**config.mk**
```make
export PLATFORM = sky130hd
export DESIGN_NAME = cla_pipe_adder
export DESIGN_NICKNAME = d
export VERILOG_FILES = /design/src/rtl/cla_pipe_adder.sv
export SDC_FILE = /design/constraint.sdc
export NUM_CORES = 1
export LEC_CHECK = 0
export CELL_PAD_IN_SITES_DETAIL_PLACEMENT = 0
export CELL_PAD_IN_SITES_GLOBAL_PLACEMENT = 1
export CORE_MARGIN = 1.5
export CORE_UTILIZATION = 33
export CTS_BUF_LIST = sky130_fd_sc_hd__clkbuf_16
export DETAILED_ROUTE_END_ITERATION = 8
export PLACE_DENSITY_LB_ADDON = 0.1
export REMOVE_ABC_BUFFERS = 1
export SYNTH_ARGS = -nofsm -noshare
export SYNTH_HDL_FRONTEND = slang
export SYNTH_SLANG_ARGS = --single-unit
```
**constraint.sdc**
```tcl
create_clock -name clk -period 2.2 [get_ports clk]
set_input_delay 0.33 -clock clk [delete_from_list [all_inputs] [get_ports clk]]
set_output_delay 0.33 -clock clk [all_outputs]
set_load 0.01 [all_outputs]
```
**src/rtl/cla_pipe_adder.sv**
```systemverilog
// rtl/cla_pipe_adder.sv - pipelined two-level carry-lookahead adder/subtractor
//
// Purpose: WIDTH-bit add/subtract. The operands are split into GROUP-bit
// lookahead groups, and a second-level lookahead unit produces every group
// carry-in. The datapath sits behind a valid/ready handshake driven by one
// global advance signal. Latency is STAGES cycles.
//
// Ports:
//   clk, rst                 rising-edge clock, synchronous active-high reset
//   in_valid / in_ready      input beat handshake
//   a, b, cin, sub           operands, carry/borrow-in, 0 = add, 1 = subtract
//   out_valid / out_ready    output beat handshake
//   sum, cout, ovf           result, raw MSB carry, signed overflow
//   stat_xfers, stat_stalls  output transfer count and stall-cycle count
//
// Optional feature: define CLA_PIPE_STATS_EN to build the saturating
// statistics counters. When it is undefined, both stat ports read 0.

module cla_pipe_adder #(
   parameter int WIDTH  = 16,
   parameter int GROUP  = 4,
   parameter int STAGES = 2
) (
   input  logic             clk,
   input  logic             rst,
   input  logic             in_valid,
   output logic             in_ready,
   input  logic [WIDTH-1:0] a,
   input  logic [WIDTH-1:0] b,
   input  logic             cin,
   input  logic             sub,
   output logic             out_valid,
   input  logic             out_ready,
   output logic [WIDTH-1:0] sum,
   output logic             cout,
   output logic             ovf,
   output logic [31:0]      stat_xfers,
   output logic [31:0]      stat_stalls
);
   localparam int NG = WIDTH / GROUP;

   logic             adv;
   logic             out_valid_q;
   logic [WIDTH-1:0] sum_q;
   logic             cout_q, ovf_q;

   // Every stage holds together while the output register is blocked.
   assign adv      = !out_valid_q || out_ready;
   assign in_ready = adv;

   // Stage 0: effective operand, bit p/g, and group P/G.
   logic [WIDTH-1:0] b_eff, s0_p, s0_g;
   logic [NG-1:0]    s0_pg, s0_gg;
   logic             s0_c0;
   logic             g_term, g_acc;

   assign b_eff = sub ? ~b : b;
   assign s0_c0 = sub ? ~cin : cin;
   assign s0_p  = a ^ b_eff;
   assign s0_g  = a & b_eff;

   always_comb begin
      s0_pg  = '0;
      s0_gg  = '0;
      g_term = 1'b0;
      g_acc  = 1'b0;
      for (int k = 0; k < NG; k++) begin
         s0_pg[k] = &s0_p[k*GROUP +: GROUP];
         g_acc = 1'b0;
         for (int j = 0; j < GROUP; j++) begin
            g_term = s0_g[k*GROUP+j];
            for (int m = j + 1; m < GROUP; m++) g_term = g_term & s0_p[k*GROUP+m];
            g_acc = g_acc | g_term;
         end
         s0_gg[k] = g_acc;
      end
   end

   // Stage 1 boundary: registered when STAGES >= 2.
   logic [WIDTH-1:0] s1_p, s1_g;
   logic [NG-1:0]    s1_pg, s1_gg;
   logic             s1_c0, s1_v;

   generate
      if (STAGES >= 2) begin : g_s1_reg
         logic [WIDTH-1:0] p_q, g_q;
         logic [NG-1:0]    pg_q, gg_q;
         logic             c0_q, v_q;
         always_ff @(posedge clk) begin
            if (rst)      v_q <= 1'b0;
            else if (adv) v_q <= in_valid;
         end
         always_ff @(posedge clk) begin
            if (adv) begin
               p_q  <= s0_p;
               g_q  <= s0_g;
               pg_q <= s0_pg;
               gg_q <= s0_gg;
               c0_q <= s0_c0;
            end
         end
         assign s1_p  = p_q;
         assign s1_g  = g_q;
         assign s1_pg = pg_q;
         assign s1_gg = gg_q;
         assign s1_c0 = c0_q;
         assign s1_v  = v_q;
      end else begin : g_s1_thru
         assign s1_p  = s0_p;
         assign s1_g  = s0_g;
         assign s1_pg = s0_pg;
         assign s1_gg = s0_gg;
         assign s1_c0 = s0_c0;
         assign s1_v  = in_valid;
      end
   endgenerate

   // Second-level lookahead: each group carry-in is a flat sum of products.
   // s1_gc[NG] is the carry out of the MSB.
   logic [NG:0] s1_gc;
   logic        c_term, c_acc;

   always_comb begin
      s1_gc    = '0;
      c_term   = 1'b0;
      c_acc    = 1'b0;
      s1_gc[0] = s1_c0;
      for (int k = 1; k <= NG; k++) begin
         c_term = s1_c0;
         for (int m = 0; m < k; m++) c_term = c_term & s1_pg[m];
         c_acc = c_term;
         for (int j = 0; j < k; j++) begin
            c_term = s1_gg[j];
            for (int m = j + 1; m < k; m++) c_term = c_term & s1_pg[m];
            c_acc = c_acc | c_term;
         end
         s1_gc[k] = c_acc;
      end
   end

   // Stage 2 boundary: group carries are registered only when STAGES == 3.
   logic [WIDTH-1:0] s2_p, s2_g;
   logic [NG:0]      s2_gc;
   logic             s2_v;

   generate
      if (STAGES >= 3) begin : g_s2_reg
         logic [WIDTH-1:0] p_q, g_q;
         logic [NG:0]      gc_q;
         logic             v_q;
         always_ff @(posedge clk) begin
            if (rst)      v_q <= 1'b0;
            else if (adv) v_q <= s1_v;
         end
         always_ff @(posedge clk) begin
            if (adv) begin
               p_q  <= s1_p;
               g_q  <= s1_g;
               gc_q <= s1_gc;
            end
         end
         assign s2_p  = p_q;
         assign s2_g  = g_q;
         assign s2_gc = gc_q;
         assign s2_v  = v_q;
      end else begin : g_s2_thru
         assign s2_p  = s1_p;
         assign s2_g  = s1_g;
         assign s2_gc = s1_gc;
         assign s2_v  = s1_v;
      end
   endgenerate

   // In-group bit carries, again as full lookahead from the group carry-in.
   logic [WIDTH-1:0] s2_c, s2_sum;
   logic             b_term, b_acc, s2_ovf;

   always_comb begin
      s2_c   = '0;
      b_term = 1'b0;
      b_acc  = 1'b0;
      for (int k = 0; k < NG; k++) begin
         for (int i = 0; i < GROUP; i++) begin
            b_term = s2_gc[k];
            for (int m = 0; m < i; m++) b_term = b_term & s2_p[k*GROUP+m];
            b_acc = b_term;
            for (int j = 0; j < i; j++) begin
               b_term = s2_g[k*GROUP+j];
               for (int m = j + 1; m < i; m++) b_term = b_term & s2_p[k*GROUP+m];
               b_acc = b_acc | b_term;
            end
            s2_c[k*GROUP+i] = b_acc;
         end
      end
   end

   assign s2_sum = s2_p ^ s2_c;
   // When the MSBs of a and b' agree, p_msb is 0 and g_msb is their shared value.
   assign s2_ovf = !s2_p[WIDTH-1] && (s2_sum[WIDTH-1] != s2_g[WIDTH-1]);

   // The output data registers load only with a real beat, so they read 0
   // after reset until the first result arrives.
   always_ff @(posedge clk) begin
      if (rst) begin
         out_valid_q <= 1'b0;
         sum_q       <= '0;
         cout_q      <= 1'b0;
         ovf_q       <= 1'b0;
      end else if (adv) begin
         out_valid_q <= s2_v;
         if (s2_v) begin
            sum_q  <= s2_sum;
            cout_q <= s2_gc[NG];
            ovf_q  <= s2_ovf;
         end
      end
   end

   assign out_valid = out_valid_q;
   assign sum       = sum_q;
   assign cout      = cout_q;
   assign ovf       = ovf_q;

`ifdef CLA_PIPE_STATS_EN
   logic [31:0] xfers_q, stalls_q;
   always_ff @(posedge clk) begin
      if (rst) begin
         xfers_q  <= '0;
         stalls_q <= '0;
      end else begin
         if (out_valid_q && out_ready && (xfers_q != '1))   xfers_q  <= xfers_q + 32'd1;
         if (out_valid_q && !out_ready && (stalls_q != '1)) stalls_q <= stalls_q + 32'd1;
      end
   end
   assign stat_xfers  = xfers_q;
   assign stat_stalls = stalls_q;
`else
   assign stat_xfers  = '0;
   assign stat_stalls = '0;
`endif

endmodule

```
==> summary.md <==
| Metric | Value |
|---|---|
| Area contributors post-synth | edfxtp_1, buf_4, dfxtp_1, ha_1, xor2_1 |
| Skew final | 0.005351 ns |
| Crit Path Category | flip-flop to flip-flop |
| Switching pwr | 0.0007743 W |
| Initial Util | 0.3435 |
| Pre-CTS setup slack | 0.04646 ns |
| Diode count | 0 |
| Fin crit period | 1.920 ns |
| # port buffers | 57 |
| Final WS setup | 0.2797 ns |
| Slowest library cell on the worst path | edfxtp_1 |
| Register-to-Register Path Depth | 7 |
| Tot Pwr | 0.003092 W |
| Post-route DRC | 0 |
| Multi-input gate area | 1348 um^2 |
| Seq/Total Area, Yosys | 0.4811 |
| Total number of H-tree levels | 3 |
| Ports | 122 |
| Initial antenna violation count | 0 |
| Area Growth Syn to Fin | 22.57% |
| Post-cts gate resize count | 0 |
| Post-CTS Hold Fix Bufs | 0 |
| Post-synth EDFFs | 38 |
| Via count | 1985 |
| Worst-skew pair later-pin latency | 0.31 ns |
| Post-synth ARST share | 0 |
| Placed Instances | 469 |
| Ys flop type | edfxtp_1 |
| Hold depth | 2 |
| Crit. End Element | flip-flop |
| VDD IR-drop max | 376.6 uV |
| Clock share of power | 0.378 |
| Global-route met3 utilization | 0.02968 |
| Post-DP HPWL | 4064 um |
| Leak Pwr | 1.641 nW |
| Root Driver | clkbuf_16 |
| Combinational power share | 0.174 |
| GR Layer Usage met1 | 0.1259 |
| Pwr Density | 787.4 nW/um^2 |
| Post-DRT Antenna Nets | 0 |
| Most common library cells after synthesis | buf_4, edfxtp_1, a21oi_1 |
| Cell taking the most area after synthesis | edfxtp_1 |
| Synthesized cell area | 3204 um^2 |
| Synth Register Bits | 58 |
| Core ar. | 9328 um^2 |
| CTS tree | done |
| Core Rows | 35 |
| Gate Count Post-Synth | 290 |
| Reg2reg end | ovf |
| Layout Nets | 409 |
| Final Slew Violations | 0 |
| Seq pwr share | 0.448 |
| Switching part of the total | 0.2504 |
| First-pass GRT wire length | 8424 um |
| Number of distinct library cells after synthesis | 34 |
| Top cell type's share of synthesized area | 0.3561 |
| Hold Path Class | flip-flop to flip-flop |
| Fin util | 0.4211 |
| Largest net degree at the start of global routing | 39 |
| Reg2reg start | g_s1_reg.c0_q |
| Register area | 1541 um^2 |
| Clk buf depth | 2 |
| RSZ-0062 raised after global routing | false |
| Final std cells w/o fill | 485 |
| Most common cell in the synthesized netlist | buf_4 |
| Synth warn | 0 |
| Final period util | 0.8729 |
| Die Height | 101.5 um |
| Fmax | 520.8 MHz |
| Hold endpoint | sum[14] |
| Final setup fails | 0 |
| Final Hold Fails | 0 |
| Final WL | 5494 um |
| Mean Syn Cell Area | 11.05 um^2 |
| First DRT Iteration DRCs | 24 |
| Gr busiest metal | met2 |
| Clk sink count | 58 |
| Worst Path Required | 2.46 ns |
| GRT met2 Usage | 0.1877 |
| Setup TNS Final | 0 ns |
| Reg2reg setup slack | 0.28 ns |
| CTS Buf Count | 9 |
| Fillers | 921 |
| GPL Wtd Cong | 0.7479 |
| Vias in the first global route | 1810 |
| Reg clk slew, reported paths | 0.05 ns |
| Wire per inst | 11.33 um |
| Critical path arrival | 2.18 ns |
| Post-CTS Setup Repair Bufs | 0 |
| Crit path cell chain | a211oi_1 -> o21bai_1 -> ha_1 -> o211ai_1 -> nand2_1 -> nor4_1 -> a311o_1 |
| Status | complete, no violations |
| Drt via density | 4.093 |
| Die width | 101.5 um |
| Internal power | 0.002318 W |
| Die area | 10310 um^2 |
| Setup crit start kind | flip-flop |
| Total global routing overflow | 0 |
| Tot GR Track Use | 0.1104 |
| DRT Pass-1 Iters | 4 |
| Crit Path Max Fanout | 4 |
| Hold_sp | sum[14] |
| Share of layout cells above drive strength 1 | 0.05056 |
| Slowest stage delay, CP | 0.40 ns |
| Max Cap Viol | 0 |
[sequential cells by signal, summed over array words and instances (netlist names)]
name,count
g_s1_reg.p_q,16
sum,16
g_s1_reg.g_q,13
g_s1_reg.gg_q,4
g_s1_reg.pg_q,4
cout,1
g_s1_reg.c0_q,1
g_s1_reg.v_q,1
out_valid,1
ovf,1
[cells by family after synthesis]
kind of cell	count (synthesis)	share of synthesized area
AOI/OAI and AO/OA	49	0.09293
xor gates and xnor gates	17	0.04647
adders and majority gates	20	0.07809
buffers and inverters	74	0.1722
DFF	58	0.4811
other	1	0.001170
and+or+nand+nor	71	0.1281
[area by class of cell]
cell class | instances | share of cell area
Clock buffer | 9 | 0.05734
Timing Repair Buffer | 60 | 0.1574
Multi-Input combinational cell | 221 | 0.3431
Inverter | 1 | 0.0009557
Tap cell | 129 | 0.04110
Clock inverter | 7 | 0.007646
Sequential cell | 58 | 0.3925
[worst max-delay path by stage]
| stage | startpoint | end | slack, ns | depth (start not counted) |
|---|---|---|---|---|
| finish | g_s1_reg.c0_q | ovf | 0.28 | 7 |
| global route | g_s1_reg.c0_q | ovf | 0.02 | 7 |
| CTS | g_s1_reg.c0_q | sum[15] | 0.25 | 7 |
| detailed placement | sub | g_s1_reg.gg_q[0] | 0.05 | 8 |
| global placement | sub | g_s1_reg.gg_q[2] | 0.10 | 8 |
| floorplan | g_s1_reg.c0_q | sum[14] | 0.53 | 7 |
[layer usage]
| metal | vias to the layer above | routed length (um) |
|---|---|---|
| met5 | - | 0 |
| met4 | 0 | 108 |
| met3 | 8 | 269 |
| met2 | 65 | 2724 |
| met1 | 885 | 2392 |
| li1 | 1027 | - |
[through the flow]
| stage | hold WS (ns) | area, um^2 |
|---|---|---|
| floorplan | 0.3991 | 2893 |
| global placement | 0.4397 | 3672 |
| detailed placement | 0.4448 | 3672 |
| CTS | 0.4518 | 3928 |
| global route | 0.4667 | 3928 |
| finish | 0.4481 | 3928 |
[power by group through the flow]
stage	Clock [W]	Sequential [W]	Combinational, W
after floorplan	0	0.00140	0.000297
after global placement	0	0.00141	0.000542
after detailed placement	0	0.00141	0.000542
after CTS	0.00120	0.00139	0.000545
after global routing	0.00125	0.00140	0.000609
final	0.00117	0.00139	0.000538
[worst max-delay path, delay by kind of cell (launching register included)]
kind / cells / cell delay [ns]
simple gates: 2 / 0.40
compound gates: 4 / 0.81
flops: 1 / 0.40
fa+ha+maj: 1 / 0.25
[layout by cell type (no fill, tap or decap), types with 8 or more instances in the layout]
master,instances
nand2_1,20
o21ai_0,9
ha_1,20
dfxtp_1,20
a21oi_1,22
or3_1,8
clkdlybuf4s50_1,57
xor2_1,17
clkbuf_16,9
nor3_1,10
edfxtp_1,38
conb_1,64
(Power assumes the default switching activity.)
